**src/rtl/seq_bitgen_pkg.sv**
```systemverilog
// Shared definitions for the serial bit generator: FSM encoding, LFSR taps, length clamp.
package seq_pkg;

    typedef enum logic [1:0] {
        SEQ_IDLE = 2'd0,
        SEQ_RUN  = 2'd1,
        SEQ_DONE = 2'd2,
        SEQ_RSVD = 2'd3
    } seq_state_e;

    // x^32 + x^22 + x^2 + x + 1, taps on q[31], q[21], q[1], q[0]
    localparam logic [31:0] SEQ_LFSR_TAPS_32 = 32'h8020_0003;

    function automatic int unsigned seq_clamp_len(input int unsigned len, input int unsigned pat_w);
        if (len == 32'd0 || len > pat_w) begin
            return pat_w;
        end else begin
            return len;
        end
    endfunction

endpackage

```
**src/rtl/seq_bitgen_lfsr.sv**
```systemverilog
// Fibonacci LFSR shifting toward the MSB; the MSB is the serial output bit.
module seq_lfsr
    import seq_pkg::*;
#(
    parameter int              PAT_W = 32,
    parameter logic [PAT_W-1:0] TAPS = PAT_W'(SEQ_LFSR_TAPS_32)
) (
    input  logic             clk,
    input  logic             rst,
    input  logic             seed_ld,
    input  logic [PAT_W-1:0] seed,
    input  logic             en,
    output logic [PAT_W-1:0] q
);

    logic [PAT_W-1:0] q_q;
    logic [PAT_W-1:0] q_d;

    // Next-state: an all-zero seed would lock the register, so it becomes 1.
    always_comb begin
        q_d = q_q;
        if (seed_ld) begin
            if (seed == {PAT_W{1'b0}}) begin
                q_d = {{(PAT_W-1){1'b0}}, 1'b1};
            end else begin
                q_d = seed;
            end
        end else if (en) begin
            q_d = {q_q[PAT_W-2:0], ^(q_q & TAPS)};
        end else begin
            q_d = q_q;
        end
    end

    // State register with synchronous active-low reset.
    always_ff @(posedge clk) begin
        if (!rst) begin
            q_q <= {PAT_W{1'b0}};
        end else begin
            q_q <= q_d;
        end
    end

    assign q = q_q;

endmodule

```
**src/rtl/seq_bitgen.sv**
```systemverilog
// Serial pattern source: shifts a loaded pattern out MSB-first, one-shot or looping.
// Optional PRBS mode is compiled in when SEQ_BITGEN_LFSR_EN is defined.
module seq_bitgen
    import seq_pkg::*;
#(
    parameter int PAT_W = 32,
    parameter int IDX_W = 5
) (
    input  logic             clk,
    input  logic             rst,
    input  logic             load,
    input  logic [PAT_W-1:0] pat_in,
    input  logic [IDX_W:0]   len_in,
    input  logic             loop,
    input  logic             start,
    input  logic             stop,
`ifdef SEQ_BITGEN_LFSR_EN
    input  logic             prbs,
`endif
    output logic             bit_out,
    output logic             bit_valid,
    output logic [IDX_W-1:0] bit_idx,
    output logic             busy,
    output logic             done
);

    localparam logic [IDX_W-1:0] IDX_MAX = IDX_W'(PAT_W - 1);
    localparam logic [IDX_W:0]   LEN_MAX = (IDX_W+1)'(PAT_W);

    seq_state_e       state_q, state_d;
    logic [PAT_W-1:0] pat_q, pat_d;
    logic [IDX_W:0]   len_q, len_d;
    logic             loop_q, loop_d;
    logic [IDX_W-1:0] idx_q, idx_d;
    logic             bit_q, bit_d;
    logic             valid_q, valid_d;
    logic             busy_q, busy_d;
    logic             done_q, done_d;

    logic [PAT_W-1:0] pat_src_s;
    logic [IDX_W-1:0] idx_inc_s;
    logic             last_s;
    logic             go_s;

    assign pat_src_s = load ? pat_in : pat_q;
    assign idx_inc_s = idx_q + {{(IDX_W-1){1'b0}}, 1'b1};
    assign last_s    = (({1'b0, idx_q} + {{IDX_W{1'b0}}, 1'b1}) == len_q);
    assign go_s      = (state_q == SEQ_IDLE) && start && !stop;

`ifdef SEQ_BITGEN_LFSR_EN
    logic             prbs_q, prbs_d;
    logic [PAT_W-1:0] lfsr_q;

    seq_lfsr #(
        .PAT_W (PAT_W),
        .TAPS  (PAT_W'(SEQ_LFSR_TAPS_32))
    ) u_lfsr (
        .clk     (clk),
        .rst     (rst),
        .seed_ld (go_s && prbs),
        .seed    (pat_src_s),
        .en      ((state_q == SEQ_RUN) && prbs_q && !stop),
        .q       (lfsr_q)
    );
`endif

    // Next-state and next-output logic; stop outranks wrap and end of pass.
    always_comb begin
        state_d = state_q;
        pat_d   = pat_q;
        len_d   = len_q;
        loop_d  = loop_q;
        idx_d   = idx_q;
        bit_d   = bit_q;
        valid_d = valid_q;
        busy_d  = busy_q;
        done_d  = 1'b0;
`ifdef SEQ_BITGEN_LFSR_EN
        prbs_d  = prbs_q;
`endif
        case (state_q)
            SEQ_IDLE: begin
                valid_d = 1'b0;
                busy_d  = 1'b0;
                if (load) begin
                    pat_d = pat_in;
                    len_d = (IDX_W+1)'(seq_clamp_len(32'(len_in), PAT_W));
                end else begin
                    pat_d = pat_q;
                end
                if (go_s) begin
                    state_d = SEQ_RUN;
                    loop_d  = loop;
`ifdef SEQ_BITGEN_LFSR_EN
                    prbs_d  = prbs;
`endif
                    // A zero seed becomes 1 in the LFSR, whose MSB is still 0.
                    bit_d   = pat_src_s[PAT_W-1];
                    idx_d   = {IDX_W{1'b0}};
                    valid_d = 1'b1;
                    busy_d  = 1'b1;
                end else begin
                    state_d = SEQ_IDLE;
                end
            end
            SEQ_RUN: begin
                if (stop) begin
                    state_d = SEQ_IDLE;
                    valid_d = 1'b0;
                    busy_d  = 1'b0;
                end
`ifdef SEQ_BITGEN_LFSR_EN
                else if (prbs_q) begin
                    idx_d = (idx_q == IDX_MAX) ? {IDX_W{1'b0}} : idx_inc_s;
                    bit_d = lfsr_q[PAT_W-2];
                end
`endif
                else if (last_s) begin
                    if (loop_q) begin
                        idx_d = {IDX_W{1'b0}};
                        bit_d = pat_q[PAT_W-1];
                    end else begin
                        state_d = SEQ_DONE;
                        valid_d = 1'b0;
                        done_d  = 1'b1;
                    end
                end else begin
                    idx_d = idx_inc_s;
                    bit_d = pat_q[IDX_MAX - idx_inc_s];
                end
            end
            SEQ_DONE: begin
                state_d = SEQ_IDLE;
                valid_d = 1'b0;
                busy_d  = 1'b0;
            end
            default: begin
                state_d = SEQ_IDLE;
                valid_d = 1'b0;
                busy_d  = 1'b0;
            end
        endcase
    end

    // State and output registers, synchronous active-low reset.
    always_ff @(posedge clk) begin
        if (!rst) begin
            state_q <= SEQ_IDLE;
            pat_q   <= {PAT_W{1'b0}};
            len_q   <= LEN_MAX;
            loop_q  <= 1'b0;
            idx_q   <= {IDX_W{1'b0}};
            bit_q   <= 1'b0;
            valid_q <= 1'b0;
            busy_q  <= 1'b0;
            done_q  <= 1'b0;
`ifdef SEQ_BITGEN_LFSR_EN
            prbs_q  <= 1'b0;
`endif
        end else begin
            state_q <= state_d;
            pat_q   <= pat_d;
            len_q   <= len_d;
            loop_q  <= loop_d;
            idx_q   <= idx_d;
            bit_q   <= bit_d;
            valid_q <= valid_d;
            busy_q  <= busy_d;
            done_q  <= done_d;
`ifdef SEQ_BITGEN_LFSR_EN
            prbs_q  <= prbs_d;
`endif
        end
    end

    assign bit_out   = bit_q;
    assign bit_valid = valid_q;
    assign bit_idx   = idx_q;
    assign busy      = busy_q;
    assign done      = done_q;

endmodule
```
**config.mk**
```make
export PLATFORM = sky130hd
export DESIGN_NAME = seq_bitgen
export DESIGN_NICKNAME = d
export VERILOG_FILES = /design/src/rtl/seq_bitgen_pkg.sv /design/src/rtl/seq_bitgen_lfsr.sv /design/src/rtl/seq_bitgen.sv
export SDC_FILE = /design/constraint.sdc
export NUM_CORES = 1
export LEC_CHECK = 0
export CELL_PAD_IN_SITES_DETAIL_PLACEMENT = 0
export CELL_PAD_IN_SITES_GLOBAL_PLACEMENT = 2
export CORE_MARGIN = 3
export CORE_UTILIZATION = 31
export CTS_BUF_LIST = sky130_fd_sc_hd__clkbuf_4
export CTS_CLUSTER_DIAMETER = 80
export CTS_CLUSTER_SIZE = 10
export DETAILED_ROUTE_END_ITERATION = 16
export PLACE_DENSITY_LB_ADDON = 0.1
export SLEW_MARGIN = 20
export SYNTH_ARGS = -nofsm -noshare
export SYNTH_HDL_FRONTEND = slang
export SYNTH_SLANG_ARGS = --single-unit
```
**constraint.sdc**
```tcl
create_clock -name clk -period 2.9 [get_ports clk]
set_input_delay 0.435 -clock clk [delete_from_list [all_inputs] [get_ports clk]]
set_output_delay 0.435 -clock clk [all_outputs]
set_load 0.02 [all_outputs]
```
Word-level counts from Yosys, hierarchy flattened

Index checks and enable logic that the tools add are counted.

Add/subtract/negate cells: 3
$lt $le $gt $ge: 2
Equal/unequal tests: 8
Muxes and demuxes: 27
Bitwise operators: 3
Reduce and logical (&&, ||, !) cells: 12

Operator list:

| operator                                                                     | number |
|---|---|
| 32-bit two-way mux                                                           | 1 |
| 5-bit two-way mux                                                            | 4 |
| 1-bit two-way mux                                                            | 12 |
| 5-bit one-hot mux with 2 select lines                                        | 1 |
| 3-bit inequality test, second input constant                                 | 3 |
| 5-bit by 1-bit adder with 6-bit output, second input constant                | 1 |
| 6-bit equality test                                                          | 1 |
| 6-bit greater-than comparator, second input constant                         | 1 |
| 6-bit zero test                                                              | 1 |
| 5-bit by 6-bit less-than comparator with 1-bit output, second input constant | 1 |
| 2-bit two-way mux                                                            | 3 |
| 6-bit two-way mux                                                            | 1 |
| 2-bit inequality test, second input constant                                 | 3 |
| 1-bit one-hot mux with 2 select lines                                        | 3 |
| 2-bit AND reduction                                                          | 3 |
| 5-bit by 1-bit adder with 5-bit output, second input constant                | 1 |
| 1-bit binary-select mux with 5-bit select                                    | 1 |
| 5-bit subtractor, first input constant                                       | 1 |
| 2-bit one-hot mux with 2 select lines                                        | 1 |
| 4-bit AND reduction                                                          | 1 |
| 4-bit OR reduction                                                           | 1 |
| 1-bit NOT                                                                    | 3 |
| 2-bit by 1-bit equality test with 1-bit output, second input constant        | 1 |
| 1-bit logical AND                                                            | 2 |
| other kinds (4)                                                              | 4 |

Flip-flop bits (word level): 50
Output and inout bits: 9
Word-level logic and storage cells: 65

Longest topological paths before layout

Word-level depth: 7
Mapped depth: 10
Mapped depth without buffers: 8

Worst setup path after synthesis

Ideal clock, no wire load.

Kind: reg2reg
Start point: reg idx_q[1], in the netlist bit_idx[1]
End point: reg bit_q, in the netlist bit_out
Library setup time: 0.118 ns
Arrival: 2.177 ns
Setup slack: 0.605 ns
Cell stages (with the launch flop): 10
Buffers on the path: 1
Clock period less this slack: 2.295 ns
Cells stage by stage: dfxtp_1 ha_1 buf_2 xnor2_1 mux4_2 a21oi_1 nor3_1 o21ai_0 o211ai_2 o2111a_1

Longest elaborated chain between the ends: 7
Elaborated cells between the ends (all ways): 11
Classes of those cells: add/sub: 3; eq/ne: 2; mux: 5; reduce/logical: 1

Ends and longest elaborated chain:

| element                                   | RTL line          | RTL |
|---|---|---|
| start, declared                           | seq_bitgen.sv:34  | `logic [IDX_W-1:0] idx_q, idx_d;` |
| start signal, assigned                    | seq_bitgen.sv:152 | `idx_q <= {IDX_W{1'b0}};` |
| start signal, assigned                    | seq_bitgen.sv:165 | `idx_q <= idx_d;` |
| 5-bit by 1-bit adder with 5-bit output    | seq_bitgen.sv:46  | `assign idx_inc_s = idx_q + {{(IDX_W-1){1'b0}}, 1'b1};` |
| 5-bit subtractor                          | seq_bitgen.sv:129 | `bit_d = pat_q[IDX_MAX - idx_inc_s];` |
| 1-bit binary-select mux with 5-bit select | seq_bitgen.sv:129 |  |
| 1-bit two-way mux (not written as such)   | seq_bitgen.sv:129 |  |
| 1-bit two-way mux                         | seq_bitgen.sv:118 | `else if (last_s) begin` |
| 1-bit two-way mux                         | seq_bitgen.sv:107 | `if (stop) begin` |
| 1-bit one-hot mux with 2 select lines     | seq_bitgen.sv:81  | `case (state_q)` |
| end signal, assigned                      | seq_bitgen.sv:166 | `bit_q <= bit_d;` |
| end, declared                             | seq_bitgen.sv:35  | `logic bit_q, bit_d;` |

Parallel ways exist; a longest one is shown, timed or not. The select of a mux whose other input is x is not followed.
A chain may end at the register's enable or synchronous reset.

Worst setup path after layout

Start point: reg idx_q[0], in the netlist bit_idx[0]
End point: reg idx_q[1], in the netlist bit_idx[1]

Longest elaborated chain between the ends: 5
Elaborated cells between the ends (all ways): 8
Classes of those cells: add/sub: 2; eq/ne: 2; mux: 3; reduce/logical: 1

Ends and longest elaborated chain:

| element                                | RTL line          | RTL |
|---|---|---|
| 5-bit by 1-bit adder with 6-bit output | seq_bitgen.sv:47  | `assign last_s = (({1'b0, idx_q} + {{IDX_W{1'b0}}, 1'b1}) == len_q);` |
| 6-bit equality test                    | seq_bitgen.sv:47  |  |
| 5-bit two-way mux                      | seq_bitgen.sv:118 |  |
| 5-bit two-way mux                      | seq_bitgen.sv:107 |  |
| 5-bit one-hot mux with 2 select lines  | seq_bitgen.sv:81  |  |

Parallel ways exist; a longest one is shown, timed or not. The select of a mux whose other input is x is not followed.

==> summary.md <==
| Metric | Value |
|---|---|
| First-pass GRT wire length | `9760 um` |
| CTS tree | `done` |
| Portion of the post-synthesis area used by sequential elements | `0.401` |
| Worst-path cell with the longest stage delay | `sky130_fd_sc_hd__dfxtp_1` |
| Half-perimeter wire length after detailed placement | `4180 um` |
| Outcome | `complete, no violations` |
| Clock H-tree levels | `2` |
| Clk_lat worst skew | `360 ps` |
| Clock network fraction of total power | `0.244` |
| # resized after CTS | `0` |
| Final setup viols | `0` |
| Worst Path Max Fanout | `18` |
| Post-route clock period utilization | `0.856` |
| Net Sw Frac | `0.255` |
| Last weighted congestion value of the routability-driven placer | `0.753` |
| Wire length per cell | `13.1 um` |
| Area grow syn2layout | `26.8%` |
| Type of element capturing the critical path | `flip-flop` |
| TritonCTS Buffers | `5` |
| Leak | `1.14 nW` |
| Mean instance size in the synthesized netlist | `8.61 sq um` |
| Maximum number of pins on one net before global-route repair | `39` |
| Hold_buf cts | `0` |
| Largest cells by area after synthesis | `sky130_fd_sc_hd__dfxtp_1 40%, sky130_fd_sc_hd__nand2_1 12%, sky130_fd_sc_hd__a21boi_0 11%` |
| Drt first pass iters | `4` |
| Power Internal | `0.942 mW` |
| Cell depth of the worst hold path | `2` |
| Placeable core region | `7770 sq um` |
| Number of vias per cell after detailed routing | `4.65` |
| Area share of the largest cell type after synthesis | `0.401` |
| Clk pin slew, worst setup/hold paths | `130 ps` |
| Max VDD drop | `0.163 mV` |
| Post-CTS setup buffer count | `0` |
| Number of input and output port buffers inserted | `52` |
| Final critical path time including I/O delays and setup | `2480 ps` |
| Endpoint of the most critical register-to-register path | `bit_idx[1]` |
| Total nets after synthesis | `335` |
| Mapped Area | `2500 sq um` |
| Length in cells of the worst reg-to-reg path | `8` |
| Reg-to-reg startpoint | `bit_idx[0]` |
| Die footprint | `9170 sq um` |
| Largest family of logic cells by synthesized area | `simple AND/OR/NAND/NOR gates` |
| Initial antenna violation count | `0` |
| Sink Count | `50` |
| CP Cell Sequence | `ha_1 -> xor2_1 -> nor2_1 -> o211a_1 -> o211ai_4 -> a21oi_2 -> a22oi_1 -> nor2b_1` |
| Filler instances | `827` |
| Non-filler cells in the finished layout | `440` |
| Simple logic cell fraction of the synthesized area | `0.244` |
| Register-to-register setup slack | `420 ps` |
| Count of standard-cell rows | `32` |
| Share of total power in sequential cells | `0.590` |
| Worst EP arrival | `2780 ps` |
| Skew final | `8.16 ps` |
| Total routing resource utilization after global routing | `0.137` |
| Dominant cell by count in the synthesized netlist | `sky130_fd_sc_hd__nand2_1` |
| Instance count of the mapped netlist | `290` |
| Boundary Pins | `53` |
| Combinational share of power | `0.166` |
| Xor/xnor cell area share of the yosys netlist | `0.0281` |
| Total net switching power | `0.322 mW` |
| Vias in the first global route | `1997` |
| Post-synthesis mux area share | `0.0792` |
| Overflow left after global routing | `0` |
| DRT antenna net count | `0` |
| CP startpoint kind | `flip-flop` |
| Sum of routed wire length over all layers | `5770 um` |
| Clock root cell | `sky130_fd_sc_hd__clkbuf_4` |
| Die W | `95.7 um` |
| Synthesis-stage register bit count | `50` |
| Number of DRC markers in iteration 0 | `80` |
| YS warnings | `0` |
| End of the worst hold path | `pat_q[7]` |
| Timing-limited maximum frequency | `403 MHz` |
| Total power per unit cell area | `399 nW/um^2` |
| Normalized max-slew margin | `0.510` |
| Final sum of negative setup slack | `0 ps` |
| Starting Density | `0.321` |
| Post-route DRC violation count | `0` |
| Post-layout nets | `382` |
| Cell taking the most area after synthesis | `sky130_fd_sc_hd__dfxtp_1` |
| Largest stage delay on the critical path | `600 ps` |
| Required @ worst endpoint | `3200 ps` |
| Antenna cell count | `0` |
| Die Height | `95.7 um` |
| Class of the worst hold path | `reg -> reg` |
| Startpoint of the most critical hold path | `pat_q[7]` |
| Setup repair after global routing missed its margin | `false` |
| Number of cells after detailed placement | `432` |
| Adder and majority gate portion of the synthesized area | `0.00501` |
| Maximum Capacitance Violations | `0` |
| Share of flip-flops with an asynchronous set or reset | `0` |
| Buffers from clock root to sink, at most | `2` |
| Transition at the pin with the smallest max-transition slack | `736 ps` |
| Hold Violations, Final | `0` |
| Post-synthesis cell type count | `49` |
| Fraction of the mapped netlist area in compound gates | `0.207` |
| Ranking of synthesized cells by instance count | `77 x sky130_fd_sc_hd__nand2_1, 50 x sky130_fd_sc_hd__dfxtp_1, 37 x sky130_fd_sc_hd__a21boi_0` |
| Number of synthesized flops with an enable pin | `0` |
| Max Slew Vio Count | `0` |
| Via total after detailed routing | `2046` |
| Crit Path Category | `reg -> reg` |
| Most used DFF post-synth | `sky130_fd_sc_hd__dfxtp_1` |
| Fraction of layout cells with a size suffix above 1 | `0.107` |
[cell usage in the layout (no fill, tap or decap), types with 7 or more instances in the layout]
cell / count
sky130_fd_sc_hd__buf_4: 7
sky130_fd_sc_hd__o21ai_0: 7
sky130_fd_sc_hd__nand2_1: 77
sky130_fd_sc_hd__nor2b_1: 9
sky130_fd_sc_hd__nor2_1: 9
sky130_fd_sc_hd__clkdlybuf4s50_1: 52
sky130_fd_sc_hd__mux2_2: 12
sky130_fd_sc_hd__a21boi_0: 37
sky130_fd_sc_hd__dfxtp_1: 50
[sequential cells by signal, summed over array words and instances, names as in the netlist]
| signal | cells |
|---|---|
| pat_q | 32 |
| len_q | 6 |
| bit_idx | 5 |
| state_q | 2 |
| bit_out | 1 |
| bit_valid | 1 |
| busy | 1 |
| done | 1 |
| loop_q | 1 |
[cell families (layout without fill, tap and decap cells)]
family	after synthesis	after routing
compound gates	69	69
xor+xnor	8	8
fa+ha+maj	1	1
buf+inv	20	68
flops	50	50
mux	17	17
simple gates	125	125
[layer usage]
layer	track usage	up-vias	share of wire
met5	0	-	0
li1	-	1086	-
met3	0.0266	5	0.040
met4	0.0391	0	0.0092
met2	0.218	35	0.47
met1	0.188	920	0.48
[how the worst max path moves through the flow]
stage / startpoint / endpoint / cells after the start
2_1_floorplan: bit_idx[1] / bit_out / 9
3_3_place_gp: bit_idx[0] / bit_out / 7
3_5_place_dp: bit_idx[0] / bit_out / 7
4_1_cts: bit_idx[0] / bit_idx[1] / 8
5_1_grt: bit_idx[0] / bit_idx[1] / 8
6_report: bit_idx[0] / bit_idx[1] / 8
[per-stage QoR]
| stage | util | hold WS, ps | area (sq um) | power, mW | setup slack [ps] |
|---|---|---|---|---|---|
| 6_report | 0.407 | 470 | 3160 | 1.26 | 418 |
| 5_1_grt | 0.407 | 493 | 3160 | 1.35 | 138 |
| 4_1_cts | 0.407 | 477 | 3160 | 1.29 | 395 |
| 3_5_place_dp | 0.400 | 457 | 3110 | 0.975 | 424 |
| 3_3_place_gp | 0.400 | 451 | 3110 | 0.974 | 474 |
| 2_1_floorplan | - | 439 | 2500 | 0.872 | 605 |
[worst max-delay path, delay by kind of cell, from the launching register on]
kind,cells,cell delay (ps)
simple gates,2,270
xor+xnor,1,250
fa+ha+maj,1,580
compound gates,4,720
flops,1,600
[area by class of cell]
class / instances / area, sq um / area share
Tap cell: 102 / 128 / 0.0403
Sequential cell: 50 / 1000 / 0.316
Clock buffer: 6 / 45.0 / 0.0142
Clock inverter: 2 / 8.76 / 0.00277
Multi-Input combinational cell: 220 / 1410 / 0.444
Timing Repair Buffer: 59 / 573 / 0.181
Inverter: 1 / 3.75 / 0.00119
[power groups by stage]
stage          registers, mW  clock network [mW]  logic [mW]
2_1_floorplan          0.756                   0       0.116
3_3_place_gp           0.762                   0       0.211
3_5_place_dp           0.762                   0       0.213
4_1_cts                0.747               0.333       0.214
5_1_grt                0.751               0.360       0.236
6_report               0.745               0.309       0.210
Power figures use the tool's default switching activity.
